### config.mk
export PLATFORM = sky130hd
export DESIGN_NAME = wearable_actuator_driver
export DESIGN_NICKNAME = d
export VERILOG_FILES = /design/src/rtl/wearable_pkg.sv /design/src/rtl/wearable_tick_gen.sv /design/src/rtl/wearable_actuator_driver.sv
export SDC_FILE = /design/constraint.sdc
export NUM_CORES = 1
export LEC_CHECK = 0
export BUFFER_PORTS_ARGS = -buffer_cell sky130_fd_sc_hd__clkbuf_2
export CORE_ASPECT_RATIO = 1.5
export CORE_UTILIZATION = 50
export DETAILED_ROUTE_END_ITERATION = 12
export GPL_ROUTABILITY_DRIVEN = 0
export GPL_TIMING_DRIVEN = 1
export PLACE_DENSITY_LB_ADDON = 0.15
export SLEW_MARGIN = 5
export SYNTH_ARGS = -nofsm -noshare
export SYNTH_HDL_FRONTEND = slang
export SYNTH_HIERARCHICAL = 1
export SYNTH_SLANG_ARGS = --single-unit
### constraint.sdc
create_clock -name clk -period 3.05 [get_ports clk]
set_input_delay 0 -clock clk [delete_from_list [all_inputs] [get_ports clk]]
set_output_delay 0 -clock clk [all_outputs]
set_load 0.1 [all_outputs]
### src/rtl/wearable_pkg.sv
// Shared constants for the wearable actuator driver: state codes, actuator bit map, FSM encoding.
package wearable_pkg;

  localparam logic [1:0] SC_IDLE     = 2'b00;
  localparam logic [1:0] SC_LIGHT    = 2'b01;
  localparam logic [1:0] SC_SEVERE   = 2'b10;
  localparam logic [1:0] SC_ACTIVITY = 2'b11;

  localparam int ACT_W         = 6;
  localparam int ACT_BUZZER    = 0;
  localparam int ACT_VIB       = 1;
  localparam int ACT_STEADY_LO = 2;
  localparam int ACT_STEADY_HI = 5;

  typedef enum logic [1:0] {
    S_IDLE   = 2'd0,
    S_ON     = 2'd1,
    S_OFF    = 2'd2,
    S_SNOOZE = 2'd3
  } drv_state_e;

endpackage

### src/rtl/wearable_tick_gen.sv
// Timing-tick divider: tick_o pulses for one cycle every TICK_DIV cycles; clr_i restarts the count.
module wearable_tick_gen #(
  parameter int TICK_DIV = 100000
) (
  input  logic clk,
  input  logic rst,
  input  logic clr_i,
  output logic tick_o
);
  localparam int DW = (TICK_DIV > 1) ? $clog2(TICK_DIV) : 1;

  logic [DW-1:0] div_q;

  assign tick_o = (div_q == DW'(TICK_DIV - 1));

  always_ff @(posedge clk) begin
    if (rst || clr_i || tick_o) begin
      div_q <= '0;
    end else begin
      div_q <= div_q + DW'(1);
    end
  end

endmodule

### src/rtl/wearable_actuator_driver.sv
// Drives actuator pins from fsm_wearable commands: steady bits registered, buzzer/vibration burst-timed.
// Optional acknowledge/snooze is enabled by defining WEARABLE_SNOOZE_EN.
module wearable_actuator_driver
  import wearable_pkg::*;
#(
  parameter int TICK_DIV     = 100000,
  parameter int ON_TICKS     = 100,
  parameter int OFF_TICKS    = 400,
  parameter int BURSTS       = 3,
  parameter int SNOOZE_TICKS = 10000
) (
  input  logic             clk,
  input  logic             rst,
  input  logic [ACT_W-1:0] actuator_cmd,
  input  logic [1:0]       state_code,
  input  logic             ack_btn,
  output logic [ACT_W-1:0] act_drive,
  output logic             alert_active,
  output logic             snoozed,
  output logic             pattern_done
);
  localparam int PH_A   = (ON_TICKS > OFF_TICKS) ? ON_TICKS : OFF_TICKS;
  localparam int PH_MAX = (PH_A > SNOOZE_TICKS) ? PH_A : SNOOZE_TICKS;
  localparam int PW     = (PH_MAX > 1) ? $clog2(PH_MAX) : 1;
  localparam int BW     = $clog2(BURSTS + 1);

  logic [ACT_W-1:0] cmd_q;
  logic [1:0]       sc_q;
  logic             chg_q;
  drv_state_e       state_q, state_d;
  logic [PW-1:0]    phase_q, phase_d, lim_m1;
  logic [BW-1:0]    burst_q, burst_d;
  logic             done_q, done_d;
  logic [1:0]       pulse_d;
  logic             div_clr, tick, ack_evt, restart, chg;

  wearable_tick_gen #(.TICK_DIV(TICK_DIV)) u_tick (
    .clk    (clk),
    .rst    (rst),
    .clr_i  (div_clr),
    .tick_o (tick)
  );

  assign chg = ({actuator_cmd, state_code} != {cmd_q, sc_q});

`ifdef WEARABLE_SNOOZE_EN
  logic ack_q, ack_rise_q;
  always_ff @(posedge clk) begin
    if (rst) begin
      ack_q      <= 1'b0;
      ack_rise_q <= 1'b0;
    end else begin
      ack_q      <= ack_btn;
      ack_rise_q <= ack_btn & ~ack_q;
    end
  end
  assign ack_evt = ack_rise_q;
  assign snoozed = (state_q == S_SNOOZE);
`else
  logic unused_ack;
  assign unused_ack = ack_btn;
  assign ack_evt    = 1'b0;
  assign snoozed    = 1'b0;
`endif

  // While snoozed only a change into SEVERE is allowed to break the silence.
  assign restart = chg_q && ((state_q != S_SNOOZE) || (sc_q == SC_SEVERE));

  always_comb begin
    state_d = state_q;
    phase_d = phase_q;
    burst_d = burst_q;
    done_d  = done_q;
    div_clr = 1'b0;
    case (state_q)
      S_ON:    lim_m1 = PW'(ON_TICKS - 1);
      S_OFF:   lim_m1 = PW'(OFF_TICKS - 1);
      default: lim_m1 = PW'(SNOOZE_TICKS - 1);
    endcase

    if (restart) begin
      state_d = (cmd_q[1:0] != 2'b00) ? S_ON : S_IDLE;
      phase_d = '0;
      burst_d = '0;
      done_d  = 1'b0;
      div_clr = 1'b1;
    end else if (ack_evt && (state_q == S_ON || state_q == S_OFF)) begin
      // Divider is realigned too so the silence lasts a whole number of ticks.
      state_d = S_SNOOZE;
      phase_d = '0;
      div_clr = 1'b1;
    end else if (tick && state_q != S_IDLE) begin
      if (phase_q == lim_m1) begin
        phase_d = '0;
        case (state_q)
          S_ON: begin
            state_d = S_OFF;
            if (burst_q < BW'(BURSTS)) burst_d = burst_q + BW'(1);
          end
          S_OFF: begin
            if (sc_q == SC_SEVERE || burst_q < BW'(BURSTS)) begin
              state_d = S_ON;
            end else begin
              state_d = S_IDLE;
              done_d  = 1'b1;
            end
          end
          default: begin
            state_d = (cmd_q[1:0] != 2'b00) ? S_ON : S_IDLE;
            burst_d = '0;
          end
        endcase
      end else begin
        phase_d = phase_q + PW'(1);
      end
    end

    pulse_d = (state_d == S_ON) ? cmd_q[ACT_VIB:ACT_BUZZER] : 2'b00;
  end

  always_ff @(posedge clk) begin
    if (rst) begin
      cmd_q     <= '0;
      sc_q      <= SC_IDLE;
      chg_q     <= 1'b0;
      state_q   <= S_IDLE;
      phase_q   <= '0;
      burst_q   <= '0;
      done_q    <= 1'b0;
      act_drive <= '0;
    end else begin
      cmd_q     <= actuator_cmd;
      sc_q      <= state_code;
      chg_q     <= chg;
      state_q   <= state_d;
      phase_q   <= phase_d;
      burst_q   <= burst_d;
      done_q    <= done_d;
      act_drive <= {cmd_q[ACT_STEADY_HI:ACT_STEADY_LO], pulse_d};
    end
  end

  assign alert_active = (state_q == S_ON) || (state_q == S_OFF);
  assign pattern_done = done_q;

endmodule

==> impl_metrics.yaml, run 1 <==
timing:
  finalCriticalPeriod_ps: 2840
  hold_slack_ps: 134
  maxSlewViolCount: 0
  grt_setup_unrepaired: "no"
  timing.final.ws_setup_ps: 212
  tightestPinTransition_ps: 684
  skew_ps: 11.4
  relSlewSlack_pct: 54.4
  fmax_ghz: 0.352
  tns_ps: 0
  fin_crit_sh_pct: 93.1
  setup_viol: 0
  finalHoldViolCount: 0
synth:
  synthCells: 251
  synthesis.nets: 269
  synth_edf_count: 0
  synth_compound_area_share_pct: 5.09
  synth_xor_area_share_pct: 14.1
  ys_async_sr_fraction_pct: 0
  synth-adder-area-share_pct: 3.71
  synth_flop_cell: "dfxtp_1"
  synth_top_family_by_area: "simple AND/OR/NAND/NOR gates"
  avgSynthCellArea_um2: 9.40
  synthSimpleGateAreaFrac_pct: 28.6
  synth_warnings: 6
  ys_types: 46
  syn_area_um2: 2360
  synth.yosys.seq_area_share_pct: 43.3
  synthMuxAreaShare_pct: 2.17
  synth_seq_cells: 51
final_layout:
  multi_input_area_um2: 1280
  diodes: 0
  seq_area_um2: 1020
  fill_cells: 414
  instances_no_fill: 344
  area_growth_pct: 14.5
  finalNetCount: 297
  drive_gt1_share_pct: 15.0
  fin_util_pct: 59.5
worst_setup_path:
  crit_required_ps: 3300
  max_stage_delay_ps: 580
  worstPathCellList: "ha_2 -> nand4_4 -> or2_4 -> nor3_2 -> nor2b_1 -> nand4_1 -> a221o_1 -> or4_4 -> a21boi_2"
  end_kind: "flop"
  cp_max_fo: 10
  slowest_stage: "or4_4"
  crit_arrival_ps: 3090
  start_kind: "flop"
  crit_type: "flop to flop"
die:
  die_w_um: 58.1
  io_pins: 20
  die_h_um: 86.1
  num_rows: 30
  start_util_pct: 52.0
  die_area_um2: 5000
  core_area_um2: 4540
route:
  drt_pass1_iterations: 4
  drtIter0Drc: 82
  wl_per_cell_um: 12.3
  postRouteAntennaNets: 0
  drc: 0
  wl_um: 4230
  vias_per_cell: 5.10
  via_count: 1754
outcome:
  outcome: "finished clean"
placement:
  dpl.hpwl_um: 3020
  dp_cells: 328
  io_buffers: 17
  dp_slack_ps: 92.1
clock_tree:
  clk_latency_ps: 300
  cts_sinks: 51
  htreeDepth: 2
  numCtsBuffers: 5
  clkTransAtPathRegs_ps: 90
  clockBufferDepth: 2
  cts_tree: "done"
  cts_root_buf: "clkbuf_8"
grt:
  grt_pass1_wl_um: 7290
  grt_max_degree: 21
  grt_usage_pct: 18.6
  first_global_vias: 1726
  grt_overflow: 0
  antenna_found_initial: 0
pwr:
  ir_worst_vdd_mv: 0.421
  pwr_density_cell_nw_per_um2: 463
  leakage_nw: 0.994
run:
  maxCapViolations: 0
min_path:
  hold_class: "input port to flop"
==> cell type report <==
type | instances | area share (%)
inverter | 6 | 0.834
tap | 64 | 2.96
multi-input combinational | 187 | 47.3
clock buffer | 5 | 2.55
sequential | 51 | 37.8
clock inverter | 3 | 1.62
timing repair buffer | 28 | 6.95
==> synthesized netlist by cell type (all sizes together), types with 2 or more instances <==
| cell | n | area, um2 |
|---|---|---|
| dfxtp | 51 | 1020 |
| nor2 | 40 | 150 |
| xor2 | 23 | 201 |
| nor2b | 15 | 93.8 |
| xnor2 | 15 | 131 |
| nand4 | 11 | 83.8 |
| nand3 | 10 | 50.1 |
| nand2 | 9 | 36.3 |
| nor4 | 9 | 56.3 |
| ha | 7 | 87.6 |
| inv | 6 | 22.5 |
| a21boi | 4 | 37.5 |
| clkbuf | 4 | 16.3 |
| mux2i | 4 | 40.0 |
| nor3 | 4 | 20.0 |
| or4 | 4 | 33.8 |
| a21oi | 3 | 15.0 |
| and4 | 3 | 28.8 |
| buf | 3 | 30.0 |
| o21ai | 3 | 15.0 |
| or2 | 3 | 21.3 |
| nand2b | 2 | 12.5 |
| nand3b | 2 | 15.0 |
| nand4b | 2 | 17.5 |
| nor4b | 2 | 17.5 |
==> sequential cells by signal (all words and copies together) (netlist names) <==
register	count
burst_q	2
cmd_q	6
u_tick/div_q	17
sc_q	2
chg_q	1
state_q	2
phase_q	14
act_drive	6
pattern_done	1
==> metrics by stage <==
stage / instance area [um2] / total power [W]
floorplan: 2360 / 0.000774
global placement: 2500 / 0.000793
detailed placement: 2500 / 0.000794
CTS: 2690 / 0.00127
global route: 2700 / 0.00130
finish: 2700 / 0.00125
==> routing by layer <==
layer  up-vias  GRT usage (%)  wire [um]  share of wire (%)
li1        912              -          -                  -
met1       822           20.4       1810                 43
met2        14           34.2       2260                 53
met3         6           3.62         84                2.0
met4         0           7.58         74                1.8
met5         -              0          0                  0
==> worst max-delay path: cells and delay by family (launching register included) <==
kind,cells,cell delay (ps)
AND/OR/NAND/NOR,6,1590
AO/OA/AOI/OAI,2,550
flip-flops,1,400
adder cells (fa/ha/maj),1,260
==> final timing paths <==
kind,endpoint,startpoint,slack (ps),depth (start not counted)
worst max register to register,act_drive[0],u_tick/div_q[0],210,9
worst min register to register,u_tick/div_q[0],u_tick/div_q[0],480,1
worst min-delay path,cmd_q[1],rst,130,2
worst max-delay path,act_drive[0],u_tick/div_q[0],210,9
==> report_power, final <==
part | total [W] | switching [W] | internal [W]
Sequential | 0.000684 | 0.00000716 | 0.000677
Clock | 0.000465 | 0.000220 | 0.000244
Combinational | 0.000102 | 0.0000671 | 0.0000352
==> cell usage in the layout (no fill, tap or decap), types with 2 or more instances in the layout <==
cell / n
buf_4: 3
a21boi_2: 2
or4_1: 3
xnor2_1: 15
nor3_1: 3
nor4b_1: 2
nand3b_1: 2
dfxtp_1: 51
nand4_1: 10
clkbuf_8: 5
nor4_1: 9
inv_1: 6
clkbuf_2: 17
dlygate4sd3_1: 8
nand3_1: 10
nor2_1: 40
ha_1: 6
o21ai_0: 3
or2_2: 2
xor2_1: 23
nand4b_1: 2
mux2i_1: 4
a21oi_1: 3
nand2_1: 8
nand2b_1: 2
nor2b_1: 15
and4_2: 2
==> timing repair <==
| action | CTS | global route |
|---|---|---|
| buffers inserted | 0 | 0 |
| hold buffers | 8 | 0 |
| endpoints found under the hold margin | 8 | 0 |
| resized for setup | 0 | 2 |
| endpoints found under the setup margin | 0 | 4 |
==> kinds of logic (layout without fill, tap and decap cells) <==
kind of cell / count (synthesis) / after routing
flops: 51 / 51
mux: 5 / 5
buf+inv: 13 / 42
simple gates: 121 / 121
fa+ha+maj: 7 / 7
compound gates: 15 / 15
xor+xnor: 38 / 38
other cells: 1 / 1
No activity file was read; power rests on OpenSTA's default activity.
==> run 2, diff against run 1 <==
--- a/config.mk
+++ b/config.mk
@@ -6,12 +6,16 @@
 export NUM_CORES = 1
 export LEC_CHECK = 0
 export BUFFER_PORTS_ARGS = -buffer_cell sky130_fd_sc_hd__clkbuf_2
+export CELL_PAD_IN_SITES_DETAIL_PLACEMENT = 0
+export CELL_PAD_IN_SITES_GLOBAL_PLACEMENT = 1
 export CORE_ASPECT_RATIO = 1.5
-export CORE_UTILIZATION = 50
+export CORE_UTILIZATION = 41
+export CTS_CLUSTER_DIAMETER = 100
 export DETAILED_ROUTE_END_ITERATION = 12
 export GPL_ROUTABILITY_DRIVEN = 0
 export GPL_TIMING_DRIVEN = 1
 export PLACE_DENSITY_LB_ADDON = 0.15
+export RECOVER_POWER = 50
 export SLEW_MARGIN = 5
 export SYNTH_ARGS = -nofsm -noshare
 export SYNTH_HDL_FRONTEND = slang
==> run 2 against run 1 <==
Effect of this change:
- fmax is 0.75% higher
- clock power is 17% higher
- highest routed layer unchanged
- combinational power hardly changed
- largest power group unchanged
- routed wire length is 2.8% higher
- critical endpoint unchanged
- via count is 1.0% lower
- critical path type unchanged
- register-to-register slack better by 20 ps
- count of clock-buffer cells in the layout is 1 higher
==> impl_metrics.yaml, run 2 (synthesis gave the netlist of run 1 again) <==
clock_tree:
  clkTransAtPathRegs_ps: 90
  cts_setup_buffers: 0
  cts_tree: "done"
  numCtsBuffers: 5
  cts_root_buf: "clkbuf_8"
  htreeDepth: 2
  clockBufferDepth: 2
  clk_latency_ps: 300
  cts_sinks: 51
worst_setup_path:
  rr_worst_depth: 9
  crit_arrival_ps: 3060
  cp_max_fo: 8
  end_kind: "flop"
  crit_type: "flop to flop"
  crit_required_ps: 3290
  start_kind: "flop"
  rrSetupSlack_ps: 230
placement:
  io_buffers: 17
  dpl.hpwl_um: 3110
timing:
  tns_ps: 0
  tightestPinTransition_ps: 1170
  grt_setup_unrepaired: "no"
  finalHoldViolCount: 0
  maxSlewViolCount: 0
  setup_viol: 0
  fin_crit_sh_pct: 92.4
  finalCriticalPeriod_ps: 2820
  hold_slack_ps: 152
  relSlewSlack_pct: 22.1
  fmax_ghz: 0.355
  skew_ps: 6.77
die:
  core_area_um2: 5490
  io_pins: 20
  die_area_um2: 6070
  die_w_um: 63.9
  start_util_pct: 43.0
  die_h_um: 94.9
  num_rows: 33
final_layout:
  top_regs: "u_tick/div_q x17, phase_q x14"
  finalNetCount: 299
  drive_gt1_share_pct: 8.87
  final_cell_mix: "51 x dfxtp_1, 40 x nor2_1, 23 x xor2_1"
  largest_reg_flops: 17
  area_growth_pct: 14.8
  multi_input_area_um2: 1260
  top_register: "u_tick/div_q"
  seq_area_um2: 1020
  final_common_cell: "dfxtp_1"
  diodes: 0
  fill_cells: 561
run:
  maxCapViolations: 0
pwr:
  leakage_nw: 0.960
  ir_worst_vdd_mv: 0.295
  pwr_density_cell_nw_per_um2: 489
grt:
  grt_pass1_wl_um: 7440
  grt_overflow: 0
  grt_max_degree: 21
  first_global_vias: 1674
  grt_usage_pct: 15.8
  antenna_found_initial: 0
route:
  postRouteAntennaNets: 0
  wl_per_cell_um: 12.3
  drtIter0Drc: 77
  drc: 0
  wl_um: 4350
  via_count: 1736
  vias_per_cell: 4.93
  drt_pass1_iterations: 4
outcome:
  outcome: "finished clean"
min_path:
  hold_class: "input port to flop"
  whs_path_depth: 2
run 2: report_power, final:
part           switching [W]  internal, W  total [W]
registers         0.00000721     0.000677   0.000684
clock network       0.000214     0.000328   0.000542
logic              0.0000674    0.0000324  0.0000998
run 2: layout make-up:
cell class | instances | share of cell area [%]
multi-input cells | 187 | 46.6
well taps | 70 | 3.23
clock inverters | 2 | 2.22
repair buffers | 30 | 6.74
flip-flops and latches | 51 | 37.7
clock buffers | 6 | 2.68
inverters | 6 | 0.831
run 2: final timing paths:
check                       start           end
setup reg to reg  u_tick/div_q[0]  act_drive[0]
hold reg to reg      pattern_done  pattern_done
setup / recovery  u_tick/div_q[0]  act_drive[0]
hold / removal                rst      cmd_q[0]
run 2: worst max-delay path: stages, from the launching register on:
cell      delay (ps)
dfxtp_1          400
ha_1             280
nand4_4          150
or2_0            300
nor3_2           250
nor2b_1          200
nand4_1          100
a221o_1          390
or4_4            570
a21boi_2         140
run 2: repair_timing:
action | CTS | global route
endpoints found under the hold margin | 8 | 0
endpoints found under the setup margin | 0 | 3
hold buffers | 8 | 0
gates resized for setup | 0 | 1
run 2: per-stage QoR:
step | area, um2 | worst slack, ps | power (W) | util, % | cells
2_1_floorplan | 2360 | 66.2 | 0.000774 | - | 251
3_3_place_gp | 2520 | 187 | 0.000794 | 46.0 | 336
3_5_place_dp | 2520 | 171 | 0.000795 | 46.0 | 336
4_1_cts | 2740 | 145 | 0.00135 | 49.8 | 352
5_1_grt | 2710 | 42.2 | 0.00138 | 49.4 | 352
6_report | 2710 | 233 | 0.00133 | 49.4 | 352
run 2: metal layers:
| metal | up-vias | part of all wire [%] | GRT usage [%] |
|---|---|---|---|
| met5 | - | 0 | 0 |
| met2 | 15 | 51 | 28.4 |
| met3 | 7 | 1.9 | 3.62 |
| li1 | 914 | - | - |
| met4 | 0 | 1.9 | 6.82 |
| met1 | 800 | 45 | 17.6 |
==> run 3, diff against run 2 <==
--- a/config.mk
+++ b/config.mk
@@ -15,9 +15,8 @@
 export GPL_ROUTABILITY_DRIVEN = 0
 export GPL_TIMING_DRIVEN = 1
 export PLACE_DENSITY_LB_ADDON = 0.15
-export RECOVER_POWER = 50
+export RECOVER_POWER = 25
 export SLEW_MARGIN = 5
 export SYNTH_ARGS = -nofsm -noshare
 export SYNTH_HDL_FRONTEND = slang
-export SYNTH_HIERARCHICAL = 1
 export SYNTH_SLANG_ARGS = --single-unit
==> run 3 against run 2 <==
Effect of this change:
- via count is 2.0% higher
- critical path type unchanged
- critical endpoint is now phase_q[4]
- die area is 0.82% higher
- global-route usage is 0.34 points higher
- largest power group unchanged
- first-iteration DRC count is 44% lower
- clock power is 24% lower
==> impl_metrics.yaml, run 3 <==
synth:
  synth_warnings: 0
  synthCells: 255
  ys_types: 46
  synth.yosys.seq_area_share_pct: 42.9
  synth_flop_cell: "dfxtp_1"
  synth_edf_count: 0
  syn_area_um2: 2380
  synth_seq_cells: 51
  synth_top_cell_area_share_pct: 42.9
  yosys-top-cells-count: "51 x dfxtp_1, 37 x nor2_1, 19 x xor2_1, 15 x xnor2_1, 14 x nand2_1"
  avgSynthCellArea_um2: 9.33
  synth_top_cell_by_area: "dfxtp_1"
  synth_area_leaders: "dfxtp_1 43%, xor2_1 7.0%, nor2_1 5.8%, xnor2_1 5.5%, ha_1 4.2%"
  yosysMostFrequentCell: "dfxtp_1"
  synthesis.nets: 274
  ys_async_sr_fraction_pct: 0
worst_setup_path:
  rrSetupSlack_ps: 520
  start_kind: "flop"
  cp_max_fo: 14
  crit_arrival_ps: 2720
  worstPathCellList: "inv_1 -> ha_1 -> or4b_4 -> a2111oi_4 -> or2b_2 -> nor2_1"
  end_kind: "flop"
  slowest_stage: "a2111oi_4"
  crit_required_ps: 3240
  crit_type: "flop to flop"
  max_stage_delay_ps: 580
  path_buf_inv: 1
  critPathTopFamily: "simple AND/OR/NAND/NOR gates"
clock_tree:
  clk_latency_ps: 300
  clockBufferDepth: 2
  cts_root_buf: "clkbuf_8"
  clkTransAtPathRegs_ps: 100
  numCtsBuffers: 5
  htreeDepth: 2
  cts_sinks: 51
  cts_resized: 0
  cts_tree: "done"
  cts_setup_buffers: 0
final_layout:
  drive_gt1_share_pct: 10.3
  fill_cells: 563
  final_common_cell: "dfxtp_1"
  area_growth_pct: 12.7
  finalNetCount: 299
  top_register: "u_tick.div_q"
  diodes: 0
  top_regs: "u_tick.div_q x17, phase_q x14"
  largest_reg_flops: 17
  final_cell_mix: "51 x dfxtp_1, 37 x nor2_1, 19 x xor2_1"
grt:
  grt_max_degree: 19
  grt_usage_pct: 16.2
  grt_pass1_wl_um: 7620
  first_global_vias: 1716
  antenna_found_initial: 0
  grt_overflow: 0
route:
  drc: 0
  drtIter0Drc: 43
  postRouteAntennaNets: 0
  vias_per_cell: 5.04
  wl_per_cell_um: 12.4
  drt_pass1_iterations: 4
  wl_um: 4340
  via_count: 1770
placement:
  io_buffers: 17
  dpl.hpwl_um: 3120
pwr:
  switching_power_w: 0.000302
  p_int_w: 0.000893
  finalPower_w: 0.00119
  p_comb_share_pct: 8.3
  leakage_nw: 0.934
  ir_worst_vdd_mv: 0.270
  seq_power_share_pct: 57.2
  swShare_pct: 25.2
  clock_power_share_pct: 34.6
  pwr_density_cell_nw_per_um2: 445
die:
  start_util_pct: 43.0
  die_w_um: 64.2
  num_rows: 33
  io_pins: 20
  core_area_um2: 5530
  die_area_um2: 6120
  die_h_um: 95.3
timing:
  grt_setup_unrepaired: "no"
  tightestPinTransition_ps: 1160
  skew_ps: 6.41
  tns_ps: 0
  setup_viol: 0
  finalHoldViolCount: 0
  relSlewSlack_pct: 23.1
  finalCriticalPeriod_ps: 2530
  fin_crit_sh_pct: 83.1
  maxSlewViolCount: 0
  fmax_ghz: 0.395
min_path:
  hold_class: "input port to flop"
outcome:
  outcome: "finished clean"
run:
  maxCapViolations: 0
[run 3: cell types whose count changed after synthesis, sizes merged, moves of 4 or more]
cell / previous run / this run
nand2: 9 / 14
a21oi: 3 / 9
and3: 1 / 5
xor2: 23 / 19
nor4: 9 / 5
o21ai: 3 / 7
[run 3: layout make-up]
type | instances | area (um2) | area share (%)
Clock buffer | 6 | 82.6 | 3.08
Clock inverter | 2 | 16.3 | 0.606
Inverter | 3 | 11.3 | 0.420
Multi-Input combinational cell | 193 | 1300 | 48.6
Sequential cell | 51 | 1020 | 38.1
Tap cell | 70 | 87.6 | 3.26
Timing Repair Buffer | 26 | 160 | 5.97
[run 3: power groups by stage]
stage / Clock, W / Sequential, W / Combinational, W
2_1_floorplan: 0 / 0.000717 / 0.0000550
3_3_place_gp: 0 / 0.000699 / 0.0000934
3_5_place_dp: 0 / 0.000699 / 0.0000940
4_1_cts: 0.000430 / 0.000683 / 0.000102
5_1_grt: 0.000462 / 0.000685 / 0.000108
6_report: 0.000413 / 0.000683 / 0.0000986
[run 3: worst paths after layout]
check               endpoint  cells after the start             from
max               phase_q[4]                      6       state_q[1]
min                 cmd_q[1]                      2              rst
max reg2reg       phase_q[4]                      6       state_q[1]
min reg2reg  u_tick.div_q[0]                      1  u_tick.div_q[0]
[run 3: repair_timing]
action                     CTS  global route
hold endpoints to repair     8             0
setup endpoints to repair    0             0
hold buffers                 8             0
[run 3: cells by family (layout without fill, tap and decap cells)]
group	count (synthesis)	count (layout)	synth area share, %
xor gates and xnor gates	34	34	12.5
AOI/OAI and AO/OA	24	24	7.47
adders and majority gates	8	8	4.21
buffers and inverters	11	37	2.31
muxes	3	3	1.26
and+or+nand+nor	123	123	29.2
DFF	51	51	42.9
other	1	1	0.158
[run 3: routing by layer]
metal  up-vias  track usage, %  share of wire [%]
met5         -               0                  0
li1        937               -                  -
met2        21            30.1                 52
met4         0            6.85                2.2
met3         7            3.83                2.4
met1       805            17.2                 43
[run 3: through the flow]
stage / area, um2 / hold slack, ps / setup slack (ps) / util [%] / std cells
2_1_floorplan: 2380 / 71.6 / 366 / - / 255
3_3_place_gp: 2520 / 240 / 527 / 45.5 / 335
3_5_place_dp: 2520 / 247 / 482 / 45.5 / 335
4_1_cts: 2700 / 112 / 462 / 48.7 / 351
5_1_grt: 2680 / 122 / 284 / 48.5 / 351
6_report: 2680 / 101 / 516 / 48.5 / 351
